$ cat src/rtl/uart_tx_pkg.sv
// Shared definitions for the memory-mapped UART transmitter: register offsets,
// STATUS bit layout and serializer state encoding.
package uart_tx_pkg;

    localparam logic [1:0] OFS_DATA   = 2'd0;
    localparam logic [1:0] OFS_STATUS = 2'd1;

    localparam int ST_BUSY    = 0;
    localparam int ST_FULL    = 1;
    localparam int ST_EMPTY   = 2;
    localparam int ST_OVF     = 3;
    localparam int ST_CNT_LSB = 4;

    typedef enum logic [1:0] {
        IDLE  = 2'd0,
        START = 2'd1,
        DATA  = 2'd2,
        STOP  = 2'd3
    } tx_state_e;

    // STATUS only has a 4-bit count field, so deeper FIFOs report 15.
    function automatic logic [3:0] sat_count(input int unsigned cnt);
        return (cnt > 32'd15) ? 4'hF : cnt[3:0];
    endfunction

endpackage

$ cat src/rtl/uart_tx_periph_if.sv
// Processor data-bus signals seen by the UART transmitter; the CPU side is
// the master, the peripheral is the slave.
interface uart_tx_periph_if;
    logic [31:0] mem_addr;
    logic        mem_rstrb;
    logic [31:0] mem_rdata;
    logic [31:0] mem_wdata;
    logic [3:0]  mem_wmask;
    logic        sel;

    modport master (
        output mem_addr, mem_rstrb, mem_wdata, mem_wmask, sel,
        input  mem_rdata
    );

    modport slave (
        input  mem_addr, mem_rstrb, mem_wdata, mem_wmask, sel,
        output mem_rdata
    );
endinterface

$ cat src/rtl/uart_tx_periph_sync_fifo.sv
// Circular-buffer FIFO; a push into a full FIFO is accepted only when a pop
// happens in the same cycle.
module sync_fifo #(
    parameter int WIDTH = 8,
    parameter int DEPTH = 4
) (
    input  logic                       clk,
    input  logic                       resetn,
    input  logic                       push_i,
    input  logic                       pop_i,
    input  logic [WIDTH-1:0]           din_i,
    output logic [WIDTH-1:0]           dout_o,
    output logic                       full_o,
    output logic                       empty_o,
    output logic [$clog2(DEPTH):0]     count_o
);
    localparam int AW = $clog2(DEPTH);

    logic [WIDTH-1:0] mem_q [DEPTH];
    logic [AW-1:0]    wptr_q, wptr_d, rptr_q, rptr_d;
    logic [AW:0]      count_q, count_d;
    logic             do_push, do_pop;

    assign full_o  = (count_q == (AW+1)'(DEPTH));
    assign empty_o = (count_q == '0);
    assign count_o = count_q;
    assign dout_o  = mem_q[rptr_q];

    assign do_pop  = pop_i && !empty_o;
    assign do_push = push_i && (!full_o || do_pop);

    always_comb begin
        wptr_d  = wptr_q;
        rptr_d  = rptr_q;
        count_d = count_q;
        if (do_push) wptr_d = wptr_q + AW'(1);
        if (do_pop)  rptr_d = rptr_q + AW'(1);
        if (do_push && !do_pop)      count_d = count_q + (AW+1)'(1);
        else if (do_pop && !do_push) count_d = count_q - (AW+1)'(1);
    end

    always_ff @(posedge clk or negedge resetn) begin
        if (!resetn) begin
            wptr_q  <= '0;
            rptr_q  <= '0;
            count_q <= '0;
        end else begin
            wptr_q  <= wptr_d;
            rptr_q  <= rptr_d;
            count_q <= count_d;
        end
    end

    always_ff @(posedge clk) begin
        if (do_push) mem_q[wptr_q] <= din_i;
    end

endmodule

$ cat src/rtl/uart_tx_periph.sv
// Memory-mapped 8N1 UART transmitter: DATA/STATUS registers, TX FIFO, baud
// counter and serializer.
//   state | meaning
//   IDLE  | line high; pops the FIFO head as soon as it is non-empty
//   START | start bit (0) for one bit period
//   DATA  | eight data bits, LSB first
//   STOP  | stop bit (1) for one bit period
module uart_tx_periph
    import uart_tx_pkg::*;
#(
    parameter int CLK_FREQ_HZ = 12000000,
    parameter int BAUD        = 115200,
    parameter int FIFO_DEPTH  = 4
) (
    input  logic            clk,
    input  logic            resetn,
    uart_tx_periph_if.slave bus,
    output logic            TXD
);
    localparam int DIV  = CLK_FREQ_HZ / BAUD;
    localparam int CW   = $clog2(DIV);
    localparam int CNTW = $clog2(FIFO_DEPTH) + 1;
    localparam logic [CW-1:0] BAUD_LAST = CW'(DIV - 1);

    tx_state_e       state_q, state_d;
    logic [CW-1:0]   baud_q, baud_d;
    logic [2:0]      bit_q, bit_d;
    logic [7:0]      shift_q, shift_d;
    logic            txd_q, txd_d;
    logic            ovf_q, ovf_d;
    logic [31:0]     rdata_q, rdata_d;

    logic [1:0]      ofs;
    logic            rd, push, pop, ovf_evt, bit_end;
    logic            fifo_full, fifo_empty;
    logic [7:0]      fifo_dout;
    logic [CNTW-1:0] fifo_count;
    logic [31:0]     status;
    logic            unused_ok;

    assign ofs     = bus.mem_addr[3:2];
    assign rd      = bus.sel && bus.mem_rstrb;
    assign push    = bus.sel && bus.mem_wmask[0] && (ofs == OFS_DATA);
    assign ovf_evt = push && fifo_full && !pop;
    assign bit_end = (baud_q == BAUD_LAST);
    assign unused_ok = ^{bus.mem_addr[31:4], bus.mem_addr[1:0],
                         bus.mem_wdata[31:8], bus.mem_wmask[3:1]};

    sync_fifo #(.WIDTH(8), .DEPTH(FIFO_DEPTH)) u_fifo (
        .clk     (clk),
        .resetn  (resetn),
        .push_i  (push),
        .pop_i   (pop),
        .din_i   (bus.mem_wdata[7:0]),
        .dout_o  (fifo_dout),
        .full_o  (fifo_full),
        .empty_o (fifo_empty),
        .count_o (fifo_count)
    );

    always_comb begin
        status                      = '0;
        status[ST_BUSY]             = (state_q != IDLE);
        status[ST_FULL]             = fifo_full;
        status[ST_EMPTY]            = fifo_empty;
        status[ST_OVF]              = ovf_q;
        status[ST_CNT_LSB +: 4]     = sat_count(32'(fifo_count));
    end

    // An overflow in the same cycle as a STATUS read wins over the clear.
    always_comb begin
        rdata_d = rdata_q;
        ovf_d   = ovf_q;
        if (rd) rdata_d = (ofs == OFS_STATUS) ? status : '0;
        if (rd && ofs == OFS_STATUS) ovf_d = 1'b0;
        if (ovf_evt) ovf_d = 1'b1;
    end

    always_comb begin
        state_d = state_q;
        baud_d  = baud_q;
        bit_d   = bit_q;
        shift_d = shift_q;
        txd_d   = txd_q;
        pop     = 1'b0;
        if (state_q != IDLE) baud_d = bit_end ? '0 : baud_q + CW'(1);
        case (state_q)
            IDLE: begin
                txd_d = 1'b1;
                if (!fifo_empty) begin
                    pop     = 1'b1;
                    shift_d = fifo_dout;
                    txd_d   = 1'b0;
                    baud_d  = '0;
                    state_d = START;
                end
            end
            START: if (bit_end) begin
                txd_d   = shift_q[0];
                bit_d   = 3'd0;
                state_d = DATA;
            end
            DATA: if (bit_end) begin
                if (bit_q == 3'd7) begin
                    txd_d   = 1'b1;
                    state_d = STOP;
                end else begin
                    shift_d = {1'b0, shift_q[7:1]};
                    txd_d   = shift_q[1];
                    bit_d   = bit_q + 3'd1;
                end
            end
            STOP: if (bit_end) state_d = IDLE;
            default: state_d = IDLE;
        endcase
    end

    always_ff @(posedge clk or negedge resetn) begin
        if (!resetn) begin
            state_q <= IDLE;
            baud_q  <= '0;
            bit_q   <= '0;
            shift_q <= '0;
            txd_q   <= 1'b1;
            ovf_q   <= 1'b0;
            rdata_q <= '0;
        end else begin
            state_q <= state_d;
            baud_q  <= baud_d;
            bit_q   <= bit_d;
            shift_q <= shift_d;
            txd_q   <= txd_d;
            ovf_q   <= ovf_d;
            rdata_q <= rdata_d;
        end
    end

    assign TXD           = txd_q;
    assign bus.mem_rdata = rdata_q;

endmodule

$ cat src/flat_wrapper.sv
// flat-port wrapper written by rule: the top's interface ports become plain ports
module uart_tx_periph_flat import uart_tx_pkg::*;
#(
    parameter int CLK_FREQ_HZ = 12000000,
    parameter int BAUD        = 115200,
    parameter int FIFO_DEPTH  = 4
)
  (clk, resetn, TXD, bus_mem_addr, bus_mem_rstrb, bus_mem_wdata, bus_mem_wmask, bus_sel, bus_mem_rdata);
  uart_tx_periph_if bus_i ();
  input  logic clk;
  input  logic resetn;
  output logic TXD;
  input wire logic [$bits(bus_i.mem_addr)-1:0] bus_mem_addr;
  input wire logic [$bits(bus_i.mem_rstrb)-1:0] bus_mem_rstrb;
  input wire logic [$bits(bus_i.mem_wdata)-1:0] bus_mem_wdata;
  input wire logic [$bits(bus_i.mem_wmask)-1:0] bus_mem_wmask;
  input wire logic [$bits(bus_i.sel)-1:0] bus_sel;
  output wire logic [$bits(bus_i.mem_rdata)-1:0] bus_mem_rdata;
  assign bus_i.mem_addr = bus_mem_addr;
  assign bus_i.mem_rstrb = bus_mem_rstrb;
  assign bus_i.mem_wdata = bus_mem_wdata;
  assign bus_i.mem_wmask = bus_mem_wmask;
  assign bus_i.sel = bus_sel;
  assign bus_mem_rdata = bus_i.mem_rdata;
  uart_tx_periph #(.CLK_FREQ_HZ(CLK_FREQ_HZ), .BAUD(BAUD), .FIFO_DEPTH(FIFO_DEPTH)) u_core (.clk(clk), .resetn(resetn), .bus(bus_i), .TXD(TXD));
endmodule
$ cat config.mk
export PLATFORM = sky130hd
export DESIGN_NAME = uart_tx_periph_flat
export DESIGN_NICKNAME = d
export VERILOG_FILES = /design/src/rtl/uart_tx_pkg.sv /design/src/rtl/uart_tx_periph_if.sv /design/src/rtl/uart_tx_periph_sync_fifo.sv /design/src/rtl/uart_tx_periph.sv /design/src/flat_wrapper.sv
export SDC_FILE = /design/constraint.sdc
export NUM_CORES = 1
export LEC_CHECK = 0
export ABC_AREA = 1
export BUFFER_PORTS_ARGS = -buffer_cell sky130_fd_sc_hd__buf_4
export CAP_MARGIN = 30
export CORE_UTILIZATION = 55
export CTS_CLUSTER_DIAMETER = 200
export CTS_CLUSTER_SIZE = 16
export DETAILED_ROUTE_END_ITERATION = 8
export GPL_ROUTABILITY_DRIVEN = 0
export GPL_TIMING_DRIVEN = 0
export PLACE_DENSITY = 0.86
export SLEW_MARGIN = 15
export SYNTH_ARGS = -nofsm -noshare
export SYNTH_HDL_FRONTEND = slang
export SYNTH_SLANG_ARGS = --single-unit
$ cat constraint.sdc
create_clock -name clk -period 6.4 [get_ports clk]
set_clock_uncertainty 0.1 [all_clocks]
set_input_delay 1.28 -clock clk [delete_from_list [all_inputs] [get_ports clk]]
set_output_delay 1.28 -clock clk [all_outputs]
set_load 0.03 [all_outputs]
Word-level counts from Yosys, hierarchy flattened

Memories as Yosys holds them, arrays and structs flattened.
Index checks and enable logic that the tools add are counted.
W data, S select, Z words.

Input bits: 72
Memories kept: 1
Register bits: 61
Bits in writable memories: 32

Multiplexer cells: 32
Reduce and logical (&&, ||, !) cells: 29
Equal/unequal tests: 13
Add/subtract/negate cells: 6

Memories:

| name                | depth | bits a word | read ports | clocked after memory_dff | wr ports | line                           | RTL |
|---|---|---|---|---|---|---|---|
| u_core.u_fifo.mem_q | 4     | 8           | 1          | 0                        | 1        | uart_tx_periph_sync_fifo.sv:19 | `logic [WIDTH-1:0] mem_q [DEPTH];` |

Operators with widths:

| cell                  | count |
|---|---|
| $mux W7               | 5 |
| $mux W8               | 3 |
| $pmux W8 S2           | 1 |
| $mux W3               | 5 |
| $logic_and A1 B1 Y1   | 10 |
| $mux W1               | 10 |
| $mux W2               | 5 |
| $reduce_bool A2 Y1    | 5 |
| $ne A2 B1 Y1 const B  | 4 |
| $pmux W2 S4           | 1 |
| $reduce_and A4 Y1     | 2 |
| $add A7 B1 Y7 const B | 1 |
| $eq A7 B7 Y1 const B  | 1 |
| $add A3 B1 Y3 const B | 2 |
| $eq A3 B3 Y1 const B  | 2 |
| $pmux W3 S2           | 1 |
| $logic_not A1 Y1      | 5 |
| $reduce_and A5 Y1     | 1 |
| $add A2 B1 Y2 const B | 2 |
| $eq A2 B1 Y1 const B  | 2 |
| $eq A2 B2 Y1 const B  | 2 |
| $logic_not A2 Y1      | 2 |
| $ne A2 B2 Y1 const B  | 2 |
| $logic_not A3 Y1      | 1 |
| 5 further kinds       | 5 |

Logic depth before layout (Yosys ltp)

Word-level depth: 10
Depth in mapped cells: 12
Mapped depth without buffers: 12

Hierarchy

From an unflattened synthesis, not the netlist that was laid out.

Cells, all modules: 342
Area, all modules: 3410.8 µm²

By module, submodules not included:

| module         | instances | area an instance (µm²) | cells an instance | seq. area each (µm²) |
|---|---|---|---|---|
| uart_tx_periph | 1         | 1706.6                 | 195               | 726.9 |
| sync_fifo      | 1         | 1704.1                 | 147               | 1136.1 |

Worst setup path before layout

OpenSTA, ideal clock, no wires.

Path type: input port to flip-flop
Start: input bus_mem_addr[3]
End: register u_core.u_fifo.count_q[2] (netlist: u_core.u_fifo.count_o[2])
Stages on the path: 9
Required time: 6.169 ns
Arrival: 2.679 ns
Buffers on the path: 0
Slack: 3.490 ns
Cell sequence: nor3_1 > nand2_2 > inv_1 > ha_1 > inv_1 > fa_1 > a21oi_1 > o21ai_0 > xor2_1

Word-level cells in the longest chain between the ends: 6
Elaborated cells on any way between the ends: 8

Ends and longest elaborated chain:

| item                         | line                           | RTL |
|---|---|---|
| start, declared              | flat_wrapper.sv:13             | `input wire logic [$bits(bus_i.mem_addr)-1:0] bus_mem_addr;` |
| $logic_not A2 Y1 (*)         | uart_tx_periph.sv:43           | `assign push = bus.sel && bus.mem_wmask[0] && (ofs == OFS_DATA);` |
| $logic_and A1 B1 Y1 (*)      | uart_tx_periph.sv:43           |  |
| $logic_and A1 B1 Y1 (*)      | uart_tx_periph_sync_fifo.sv:30 | `assign do_push = push_i && (!full_o \|\| do_pop);` |
| $logic_not A1 Y1             | uart_tx_periph_sync_fifo.sv:39 | `else if (do_pop && !do_push) count_d = count_q - (AW+1)'(1);` |
| $logic_and A1 B1 Y1          | uart_tx_periph_sync_fifo.sv:39 |  |
| $reduce_bool A2 Y1 (no line) | n/a                            |  |
| end signal, assigned         | uart_tx_periph_sync_fifo.sv:50 | `count_q <= count_d;` |
| end, declared                | uart_tx_periph_sync_fifo.sv:21 | `logic [AW:0] count_q, count_d;` |

Every way passes the cells marked *; elsewhere a longest branch is shown, timed or not.
A chain may end at the register's enable or synchronous reset.

Worst setup path in the final report

Same ends and word-level chain as after synthesis.

==> flow_summary.toml <==
[global_routing]
grt_overflow = 0
grt_pass1_wl_um = 9980
grt_max_degree = 37
grt_pass1_vias = 2198
grt_use_total_pct = 21.0
antenna_found_initial = 0

[routing]
drc = 0
dr.pass1.iters = 4
drt_iter0_markers = 142
drt-total-wl_um = 6090
dr_total_vias = 2348
drtAntennaViolNets = 0
wire_per_inst_um = 12.6
detail_route.vias_per_cell = 4.85

[cts]
cts_tree = "built"
cts-root-buf = "clkbuf_8"
numCtsBuffers = 9
clk_latency_ns = 0.34
clk_pin_slew_ns = 0.07
ctsHoldBuffers = 0
cts_setup_buffers = 0
clock_path_buffers = 2
cts_resized = 0
cts-htree-levels = 3
cts.sinks = 68

[die]
fp.dieH_um = 80.1
die-area_mm2 = 0.00641
start_util_pct = 56.9
dieWidth_um = 80.1
core-area_mm2 = 0.00589
io_pins = 105
core.rowCount = 28

[synth]
synth_edf_count = 32
synth_top_area_cell = "edfxtp_1"
synth_most_common_cell = "nand2_1"
ys_ff_latch = 68
ys_top_cells_by_area = "edfxtp_1, dfrtp_1, nand2_1"
seq_area_frac_synth_pct = 55.6
synth.cell_area_mm2 = 0.00335
synthFlopType = "dfrtp_1"
ys_warn_count = 0
synth.avg_cell_area_um2 = 9.66
yosys.area.top_type_share_pct = 28.7
synth_cells = 347
synthTopCellsByCount = "nand2_1, dfrtp_1, nand3_1"
synth.distinct_cells = 35
synth-async-reset-ratio_pct = 52.9

[pwr]
ir_drop_mv = 0.207
total_power_uw = 951
p_leak_nw = 1.87
p_per_area_mw_per_mm2 = 246

[timing]
hold_slack_ns = 0.370
finalSetupViolations = 0
rsz0062_at_grt = "no"
maxSlewHeadroom_pct = 45.6
final.setup.tns_ns = 0
fmax_ghz = 0.343
fin_crit_sh_pct = 45.6
timing_hold_violations_final = 0
period_needed_ns = 2.92
tightest_slew_ns = 0.813
slew_viol_final = 0

[setup_path]
cpPeakStageDelay_ns = 0.37
crit_path_start_kind = "input pin"
cp_max_fo = 6
slowest_stage = "fa_1"
required_ns = 6.52
rrSetupSlack_ns = 3.67
cp_top_family = "adder cells"
cp-startpoint = "bus_mem_addr[3]"
crit_chain = "buf_4 -> nor3_1 -> nand2_2 -> inv_1 -> ha_1 -> inv_1 -> fa_1 -> a21oi_1 -> o21ai_0 -> xor2_1"
endpoint_kind = "register"
worstReg2RegStart = "u_core.state_q[1]$_DFFE_PN0P_"
cp.arrival_ns = 3.04
worstSetupPathType = "input pin to register"
cp.buffers_inverters = 3
crit_path_frequent_cell = "inv_1"

[cells_and_area]
syn_to_final_growth_pct = 15.4
final_nets = 490
diodes = 0
multi_input_area_mm2 = 0.00124
fin_util_pct = 65.7
fill_cells = 469
final_cells = 484
seqCellArea_mm2 = 0.00186
final_layout_size_suffix_gt1_share_pct = 21.3

[hold_path]
worstHoldStart = "u_core.TXD$_DFFE_PN1P_"
hp-class = "register to register"

[placed_design]
dp_cells = 468
hpwl_um = 4190
port_buffers = 22

[status]
status = "finished clean"

[run]
cap_viol_max_count = 0
-- where the power goes --
| group | internal, mW | switching [mW] |
|---|---|---|
| registers | 0.486 | 0.0233 |
| logic | 0.0503 | 0.0878 |
| clock network | 0.137 | 0.166 |
| total | 0.674 | 0.277 |
-- final timing paths --
check	cells after the start	end
min in group asynchronous	1	u_core.bus.mem_rdata[3]$_DFFE_PN0P_
max	10	u_core.u_fifo.count_o[2]$_DFFE_PN0P_
min reg2reg	2	u_core.TXD$_DFFE_PN1P_
min	2	u_core.TXD$_DFFE_PN1P_
max reg2reg	12	u_core.u_fifo.count_o[2]$_DFFE_PN0P_
max in group asynchronous	1	u_core.TXD$_DFFE_PN1P_
-- kinds of logic (layout without fill, tap and decap cells) --
kind of cell,after synthesis,after routing,synth area share [%]
compound gates,28,28,5.12
xor+xnor,5,5,1.31
fa+ha+maj,14,14,5.45
buf+inv,60,98,10.0
flops,68,68,55.6
other cells,1,25,0.112
simple gates,171,171,22.4
-- cell usage in the layout, fill, tap and decap left out, types with 2 or more instances in the layout --
| cell type | netlist | routed |
|---|---|---|
| nand3_1 | 33 | 33 |
| nor2_1 | 15 | 15 |
| conb_1 | 1 | 25 |
| nor2_4 | 2 | 2 |
| a21oi_1 | 5 | 5 |
| clkbuf_8 | 0 | 9 |
| a22o_1 | 3 | 3 |
| clkinvlp_4 | 0 | 4 |
| nand2_2 | 6 | 6 |
| buf_2 | 2 | 2 |
| ha_1 | 13 | 13 |
| inv_1 | 26 | 26 |
| o21ai_0 | 13 | 13 |
| edfxtp_1 | 32 | 32 |
| dfrtp_1 | 35 | 35 |
| nor2_2 | 2 | 2 |
| xor2_1 | 4 | 4 |
| buf_4 | 28 | 50 |
| o21ai_1 | 2 | 2 |
| clkinv_2 | 0 | 2 |
| nand2_1 | 107 | 107 |
| inv_2 | 2 | 2 |
-- layer usage --
layer | up-vias | track usage (%) | wire length [um]
li1 | 1188 | - | -
met1 | 1072 | 25.5 | 2670
met2 | 71 | 35.1 | 2970
met3 | 17 | 5.57 | 314
met4 | 0 | 9.46 | 126
met5 | - | 0 | 0
-- registers in the layout, indices dropped and copies added, names as in the netlist --
| signal | count |
|---|---|
| u_core.TXD | 1 |
| u_core.baud_q | 7 |
| u_core.bit_q | 3 |
| u_core.bus.mem_rdata | 7 |
| u_core.ovf_q | 1 |
| u_core.shift_q | 8 |
| u_core.state_q | 2 |
| u_core.u_fifo.count_o | 3 |
| u_core.u_fifo.mem_q | 32 |
| u_core.u_fifo.rptr_q | 2 |
| u_core.u_fifo.wptr_q | 2 |
-- layout make-up --
| class | instances | area share (%) |
|---|---|---|
| multi-input combinational | 243 | 32.1 |
| timing repair buffer | 22 | 4.27 |
| clock inverter | 7 | 1.13 |
| buffer | 31 | 5.79 |
| clock buffer | 9 | 3.20 |
| inverter | 29 | 2.88 |
| tap | 75 | 2.43 |
| sequential | 68 | 48.2 |
-- worst reg2reg max path, cell delays in order, from the launching register on --
cell     delay (ns)
dfrtp_1        0.42
inv_1          0.12
ha_1           0.34
inv_1          0.22
nand2_1        0.12
nand2_2        0.11
inv_1          0.15
ha_1           0.17
inv_1          0.07
fa_1           0.37
a21oi_1        0.14
o21ai_0        0.12
xor2_1         0.15
-- per-stage QoR --
stage	area, um^2	worst slack [ns]
detailed placement	3700	3.13
finish	3870	3.48
floorplan	3440	3.49
global route	3870	3.37
CTS	3870	3.49
global placement	3700	3.23
(Power assumes the default switching activity.)
